File: src/rtl/rvm_trap_ctrl_if.sv
// rvm_trap_ctrl_if: trap capture strobe toward the SCU and PC redirect handshake toward the PCU
//   trap_wr        : one-cycle strobe, SCU loads mepc/mcause/mtval
//   trap_epc/cause/tval : capture values, valid while trap_wr
//   redirect_valid/redirect_pc/redirect_ready : PCU redirect handshake
interface rvm_trap_ctrl_if;
  logic        trap_wr;
  logic [31:0] trap_epc;
  logic [31:0] trap_cause;
  logic [31:0] trap_tval;
  logic        redirect_valid;
  logic [31:0] redirect_pc;
  logic        redirect_ready;
  modport master (
    output trap_wr, trap_epc, trap_cause, trap_tval, redirect_valid, redirect_pc,
    input  redirect_ready
  );
  modport slave (
    input  trap_wr, trap_epc, trap_cause, trap_tval, redirect_valid, redirect_pc,
    output redirect_ready
  );
endinterface

File: src/rtl/rvm_trap_ctrl.sv
// rvm_trap_ctrl: trap entry/exit sequencer arbitrating exceptions, interrupts and mret
//   clk, resetn (async, active-low)
//   core_stall_i, instr_boundary_i, pc_i, next_pc_i, exc_vec_i, exc_tval_i : core event inputs
//   irq_pending_i/irq_enable_i {mei, mti, msi}, mret_i, mtvec_i, mepc_in_i
//   mstatus_wr_i/mstatus_wdata_i {mpie, mie} : CSR write to mstatus
//   mstatus_mie_o, mstatus_mpie_o, busy_o
//   bus : trap capture strobe and PCU redirect handshake
module rvm_trap_ctrl #(
  parameter int MTVEC_ALIGN = 2
) (
  input  logic        clk,
  input  logic        resetn,
  input  logic        core_stall_i,
  input  logic        instr_boundary_i,
  input  logic [31:0] pc_i,
  input  logic [31:0] next_pc_i,
  input  logic [7:0]  exc_vec_i,
  input  logic [31:0] exc_tval_i,
  input  logic [2:0]  irq_pending_i,
  input  logic [2:0]  irq_enable_i,
  input  logic        mret_i,
  input  logic [29:0] mtvec_i,
  input  logic [31:0] mepc_in_i,
  input  logic        mstatus_wr_i,
  input  logic [1:0]  mstatus_wdata_i,
  output logic        mstatus_mie_o,
  output logic        mstatus_mpie_o,
  output logic        busy_o,
  rvm_trap_ctrl_if.master bus
);
  typedef enum logic [1:0] {IDLE, ENTER, RETURN, REDIRECT} state_e;
  localparam logic [31:0] ALIGN_MASK = ~((32'd1 << MTVEC_ALIGN) - 32'd1);
  state_e      state_q, state_d;
  logic [31:0] cause_q, cause_d, epc_q, epc_d, tval_q, tval_d, rpc_q, rpc_d;
  logic        mie_q, mie_d, mpie_q, mpie_d;
  logic [2:0]  irq_en, exc_idx;
  logic [3:0]  irq_code;
  logic        sample, take_exc, take_irq, take_mret;
  // lowest set bit wins: scan from the top so lower indices overwrite
  always_comb begin
    exc_idx = '0;
    for (int i = 7; i >= 0; i--) if (exc_vec_i[i]) exc_idx = 3'(i);
  end
  assign irq_en    = irq_pending_i & irq_enable_i;
  assign irq_code  = irq_en[2] ? 4'd11 : irq_en[0] ? 4'd3 : 4'd7;
  assign sample    = state_q == IDLE && !core_stall_i;
  assign take_exc  = sample && |exc_vec_i;
  assign take_irq  = sample && !take_exc && instr_boundary_i && mie_q && |irq_en;
  assign take_mret = sample && !take_exc && !take_irq && instr_boundary_i && mret_i;
  always_comb begin
    state_d = state_q;
    cause_d = cause_q;
    epc_d   = epc_q;
    tval_d  = tval_q;
    rpc_d   = rpc_q;
    mie_d   = mie_q;
    mpie_d  = mpie_q;
    case (state_q)
      IDLE: begin
        if (take_exc || take_irq) begin
          state_d = ENTER;
          cause_d = take_exc ? {29'd0, exc_idx} : {1'b1, 27'd0, irq_code};
          epc_d   = take_exc ? pc_i : next_pc_i;
          tval_d  = take_exc ? exc_tval_i : '0;
          // mtvec is captured now since inputs are ignored once the sequence starts
          rpc_d   = {mtvec_i, 2'b00} & ALIGN_MASK;
        end else if (take_mret) begin
          state_d = RETURN;
        end else if (mstatus_wr_i) begin
          {mpie_d, mie_d} = mstatus_wdata_i;
        end
      end
      ENTER: begin
        state_d = REDIRECT;
        mpie_d  = mie_q;
        mie_d   = 1'b0;
      end
      RETURN: begin
        state_d = REDIRECT;
        mie_d   = mpie_q;
        mpie_d  = 1'b1;
        rpc_d   = mepc_in_i;
      end
      REDIRECT: state_d = bus.redirect_ready ? IDLE : REDIRECT;
      default: state_d = IDLE;
    endcase
  end
  always_ff @(posedge clk or negedge resetn) begin
    if (!resetn) begin
      state_q <= IDLE;
      cause_q <= '0;
      epc_q   <= '0;
      tval_q  <= '0;
      rpc_q   <= '0;
      mie_q   <= 1'b0;
      mpie_q  <= 1'b0;
    end else begin
      state_q <= state_d;
      cause_q <= cause_d;
      epc_q   <= epc_d;
      tval_q  <= tval_d;
      rpc_q   <= rpc_d;
      mie_q   <= mie_d;
      mpie_q  <= mpie_d;
    end
  end
  assign bus.trap_wr        = state_q == ENTER;
  assign bus.trap_epc       = epc_q;
  assign bus.trap_cause     = cause_q;
  assign bus.trap_tval      = tval_q;
  assign bus.redirect_valid = state_q == REDIRECT;
  assign bus.redirect_pc    = rpc_q;
  assign busy_o             = state_q != IDLE;
  assign mstatus_mie_o      = mie_q;
  assign mstatus_mpie_o     = mpie_q;
endmodule

File: src/flat_wrapper.sv
// flat-port wrapper written by rule: the top's interface ports become plain ports
module rvm_trap_ctrl_flat 
#(
  parameter int MTVEC_ALIGN = 2
)
  (clk, resetn, core_stall_i, instr_boundary_i, pc_i, next_pc_i, exc_vec_i, exc_tval_i, irq_pending_i, irq_enable_i, mret_i, mtvec_i, mepc_in_i, mstatus_wr_i, mstatus_wdata_i, mstatus_mie_o, mstatus_mpie_o, busy_o, bus_trap_wr, bus_trap_epc, bus_trap_cause, bus_trap_tval, bus_redirect_valid, bus_redirect_pc, bus_redirect_ready);
  rvm_trap_ctrl_if bus_i ();
  input  logic clk;
  input  logic resetn;
  input  logic core_stall_i;
  input  logic instr_boundary_i;
  input  logic [31:0] pc_i;
  input  logic [31:0] next_pc_i;
  input  logic [7:0] exc_vec_i;
  input  logic [31:0] exc_tval_i;
  input  logic [2:0] irq_pending_i;
  input  logic [2:0] irq_enable_i;
  input  logic mret_i;
  input  logic [29:0] mtvec_i;
  input  logic [31:0] mepc_in_i;
  input  logic mstatus_wr_i;
  input  logic [1:0] mstatus_wdata_i;
  output logic mstatus_mie_o;
  output logic mstatus_mpie_o;
  output logic busy_o;
  output wire logic [$bits(bus_i.trap_wr)-1:0] bus_trap_wr;
  output wire logic [$bits(bus_i.trap_epc)-1:0] bus_trap_epc;
  output wire logic [$bits(bus_i.trap_cause)-1:0] bus_trap_cause;
  output wire logic [$bits(bus_i.trap_tval)-1:0] bus_trap_tval;
  output wire logic [$bits(bus_i.redirect_valid)-1:0] bus_redirect_valid;
  output wire logic [$bits(bus_i.redirect_pc)-1:0] bus_redirect_pc;
  input wire logic [$bits(bus_i.redirect_ready)-1:0] bus_redirect_ready;
  assign bus_trap_wr = bus_i.trap_wr;
  assign bus_trap_epc = bus_i.trap_epc;
  assign bus_trap_cause = bus_i.trap_cause;
  assign bus_trap_tval = bus_i.trap_tval;
  assign bus_redirect_valid = bus_i.redirect_valid;
  assign bus_redirect_pc = bus_i.redirect_pc;
  assign bus_i.redirect_ready = bus_redirect_ready;
  rvm_trap_ctrl #(.MTVEC_ALIGN(MTVEC_ALIGN)) u_core (.clk(clk), .resetn(resetn), .core_stall_i(core_stall_i), .instr_boundary_i(instr_boundary_i), .pc_i(pc_i), .next_pc_i(next_pc_i), .exc_vec_i(exc_vec_i), .exc_tval_i(exc_tval_i), .irq_pending_i(irq_pending_i), .irq_enable_i(irq_enable_i), .mret_i(mret_i), .mtvec_i(mtvec_i), .mepc_in_i(mepc_in_i), .mstatus_wr_i(mstatus_wr_i), .mstatus_wdata_i(mstatus_wdata_i), .mstatus_mie_o(mstatus_mie_o), .mstatus_mpie_o(mstatus_mpie_o), .busy_o(busy_o), .bus(bus_i));
endmodule
File: config.mk
export PLATFORM = sky130hd
export DESIGN_NAME = rvm_trap_ctrl_flat
export DESIGN_NICKNAME = d
export VERILOG_FILES = /design/src/rtl/rvm_trap_ctrl_if.sv /design/src/rtl/rvm_trap_ctrl.sv /design/src/flat_wrapper.sv
export SDC_FILE = /design/constraint.sdc
export NUM_CORES = 1
export LEC_CHECK = 0
export ABC_AREA = 1
export BUFFER_PORTS_ARGS = -buffer_cell sky130_fd_sc_hd__buf_4
export CELL_PAD_IN_SITES_DETAIL_PLACEMENT = 1
export CELL_PAD_IN_SITES_GLOBAL_PLACEMENT = 1
export CORE_MARGIN = 4
export CORE_UTILIZATION = 30
export CTS_CLUSTER_SIZE = 10
export DETAILED_ROUTE_END_ITERATION = 10
export PLACE_DENSITY_LB_ADDON = 0.1
export SYNTH_ARGS = -nofsm -noshare
export SYNTH_HDL_FRONTEND = slang
export SYNTH_SLANG_ARGS = --single-unit
File: constraint.sdc
create_clock -name clk -period 2.1 [get_ports clk]
set_input_delay 0.21 -clock clk [delete_from_list [all_inputs] [get_ports clk]]
set_output_delay 0.21 -clock clk [all_outputs]
set_load 0.1 [all_outputs]
==> flow_metrics.env <==
export IMPL_outcome="finished, final reports clean"
export IMPL_placed_area_mm2=0.00754
export IMPL_post_cts_setup_buffers=0
export IMPL_fin_tns_setup_ns=0
export IMPL_place_congestion=0.754
export IMPL_grt_pass1_wl_um=29500
export IMPL_drc=0
export IMPL_critPathLaunchType="flip-flop"
export IMPL_antenna_found_initial=0
export IMPL_hpwl_um=14500
export IMPL_met2_length_um=9220
export IMPL_num_vias=5347
export IMPL_finalNetCount=1136
export IMPL_synth_seq_cells=105
export IMPL_ys_top_cells_by_count="nand2_1 (344), dfrtp_1 (105), nand3_1 (71)"
export IMPL_final_max_slew_viol_count=0
export IMPL_holdWs_ns=0.0734
export IMPL_die_area_mm2=0.0197
export IMPL_synth_top_area_cell="dfrtp_1"
export IMPL_r2r_setup_slack_ns=0.14
export IMPL_grt_pass1_vias=5862
export IMPL_skew_ns=0.00510
export IMPL_end_kind="flip-flop"
export IMPL_coreArea_mm2=0.0172
export IMPL_cts_buffers=9
export IMPL_required_ns=2.33
export IMPL_fin_area_mm2=0.00785
export IMPL_io_buffers=286
export IMPL_area_growth_pct=49.6
export IMPL_syn_area_per_cell_um2=7.79
export IMPL_finalSetupViolCount=0
export IMPL_clockRootBuffer="clkbuf_16"
export IMPL_rows=48
export IMPL_grt_max_degree=67
export IMPL_synth_top_cell_area_share=0.501
export IMPL_yosysMostFrequentCell="nand2_1"
export IMPL_gr_total_overflow=0
export IMPL_rsz0062_at_grt="no"
export IMPL_clkSlewWorstSetupHoldPaths_ns=0.07
export IMPL_finalNonFillerCells=1177
export IMPL_timing_rr_end="u_core.bus.trap_epc[22]$_DFFE_PN0P_"
export IMPL_fin_crit_ns=1.96
export IMPL_antenna_left=0
export IMPL_drt_iter0_drc=179
export IMPL_die_h_um=140
export IMPL_top_layer="met4"
export IMPL_async_flop_share=1.00
export IMPL_wl_per_cell_um=15.7
export IMPL_grt_usage=0.186
export IMPL_slew_headroom=0.567
export IMPL_fmax_mhz=511
export IMPL_diodes=0
export IMPL_dp_cells=1162
export IMPL_drive_above_1_share=0.343
export IMPL_worstHoldStart="exc_tval_i[10]"
export IMPL_die_w_um=140
export IMPL_first_pass_iters=4
export IMPL_timing_worst_setup_path_type="reg2reg"
export IMPL_reg2reg_from="u_core.state_q[0]$_DFFE_PN0P_"
export IMPL_ys_seq_area_frac=0.501
export IMPL_vias_per_cell=4.54
export IMPL_yosys_warnings=0
export IMPL_htree_num_levels=3
export IMPL_synth_edf_count=0
export IMPL_synth_ff_type="dfrtp_1"
export IMPL_tightest_slew_ns=0.648
export IMPL_rr_worst_depth=10
export IMPL_cts_sinks=105
export IMPL_arrival_ns=2.19
export IMPL_yosys_cell_types_count=25
export IMPL_start_util=0.304
export IMPL_ys_top_cells_by_area="dfrtp_1 (50%), nand2_1 (25%), nand3_1 (6.8%), o21a_1 (4.7%), buf_4 (4.4%)"
export IMPL_hold_violations=0
export IMPL_worstHoldPathType="in2reg"
export IMPL_clkLatencyLatePin_ns=0.34
export IMPL_path_max_fanout=53
export IMPL_worstHoldPathCells=3
export IMPL_max_cap_violations=0
export IMPL_io_pins=314
export IMPL_drt_total_wl_um=18500
export IMPL_fin_crit_sh=0.932
export IMPL_min_to="u_core.bus.trap_tval[10]$_DFFE_PN0P_"
export IMPL_netlist_area_mm2=0.00525
export IMPL_wl_met3_um=1480
export IMPL_cts_tree="built"
export IMPL_syn_inst=673
export IMPL_wl_met1_um=7250
export IMPL_clock_path_buffers=2
-- cell type report --
type / instances / area, µm²
multi-input combinational: 516 / 2270
clock buffer: 13 / 270
sequential: 105 / 2630
fill: 2127 / 9390
tap: 225 / 282
inverter: 14 / 56.3
timing repair buffer: 304 / 2340
-- repair_timing --
action,in CTS,in global routing
pin swaps,2,1
gates resized for setup,4,3
hold endpoints to repair,38,0
hold buffers,1,0
endpoints found under the setup margin,42,71
cloned,0,1
-- stage by stage --
step | utilization | worst slack (ns)
3_5_place_dp | 0.438 | -0.0659
6_report | 0.455 | 0.142
5_1_grt | 0.455 | 0.00132
2_1_floorplan | - | 0.0184
3_3_place_gp | 0.438 | 0.0803
4_1_cts | 0.454 | 0.0309
-- routing by layer --
metal  up-vias  track usage
met3        32       0.0543
met1      2505        0.213
met2       201        0.326
met5         -            0
li1       2609            -
met4         0       0.0704
-- sequential cells by signal, summed over array words and instances, names as in the netlist --
signal                  count
u_core.bus.trap_cause       5
u_core.bus.trap_tval       32
u_core.state_q              2
u_core.bus.trap_epc        32
u_core.bus.redirect_pc     32
u_core.mstatus_mpie_o       1
u_core.mstatus_mie_o        1
-- placed cells by master (no fill, tap or decap), types with 5 or more instances in the layout --
cell,instances
clkbuf_16,9
buf_4,298
nand4_1,5
conb_1,27
nor2_1,12
nand3_1,71
nand2_1,343
o21a_1,33
inv_1,11
dfrtp_1,105
-- kinds of logic after synthesis --
logic type	synth area share
simple gates	0.341
other cells	0.000715
buf+inv	0.0887
flops	0.501
fa+ha+maj	0.0119
compound gates	0.0570
-- how the worst max path moves through the flow --
stage	start	end	slack [ns]
after floorplan	u_core.state_q[0]$_DFFE_PN0P_	u_core.bus.redirect_pc[10]$_DFFE_PN0P_	0.02
after global placement	u_core.state_q[0]$_DFFE_PN0P_	u_core.bus.redirect_pc[16]$_DFFE_PN0P_	0.08
after detailed placement	u_core.state_q[0]$_DFFE_PN0P_	u_core.bus.redirect_pc[14]$_DFFE_PN0P_	-0.07
after CTS	u_core.state_q[0]$_DFFE_PN0P_	u_core.bus.redirect_pc[14]$_DFFE_PN0P_	0.03
after global routing	u_core.state_q[0]$_DFFE_PN0P_	u_core.bus.trap_epc[12]$_DFFE_PN0P_	0.001
final	u_core.state_q[0]$_DFFE_PN0P_	u_core.bus.trap_epc[22]$_DFFE_PN0P_	0.14
-- critical path, cell delays in order (launching register included) --
cell     delay [ns]
dfrtp_1        0.38
inv_1          0.12
ha_2           0.20
nand2_1        0.07
buf_4          0.15
nor2_4         0.23
inv_2          0.08
nand2_2        0.11
buf_12         0.23
nand3_1        0.14
o21a_1         0.13
Power is not shown: default switching activity piles up to over one toggle a cycle in this logic, so the estimate is an artifact.
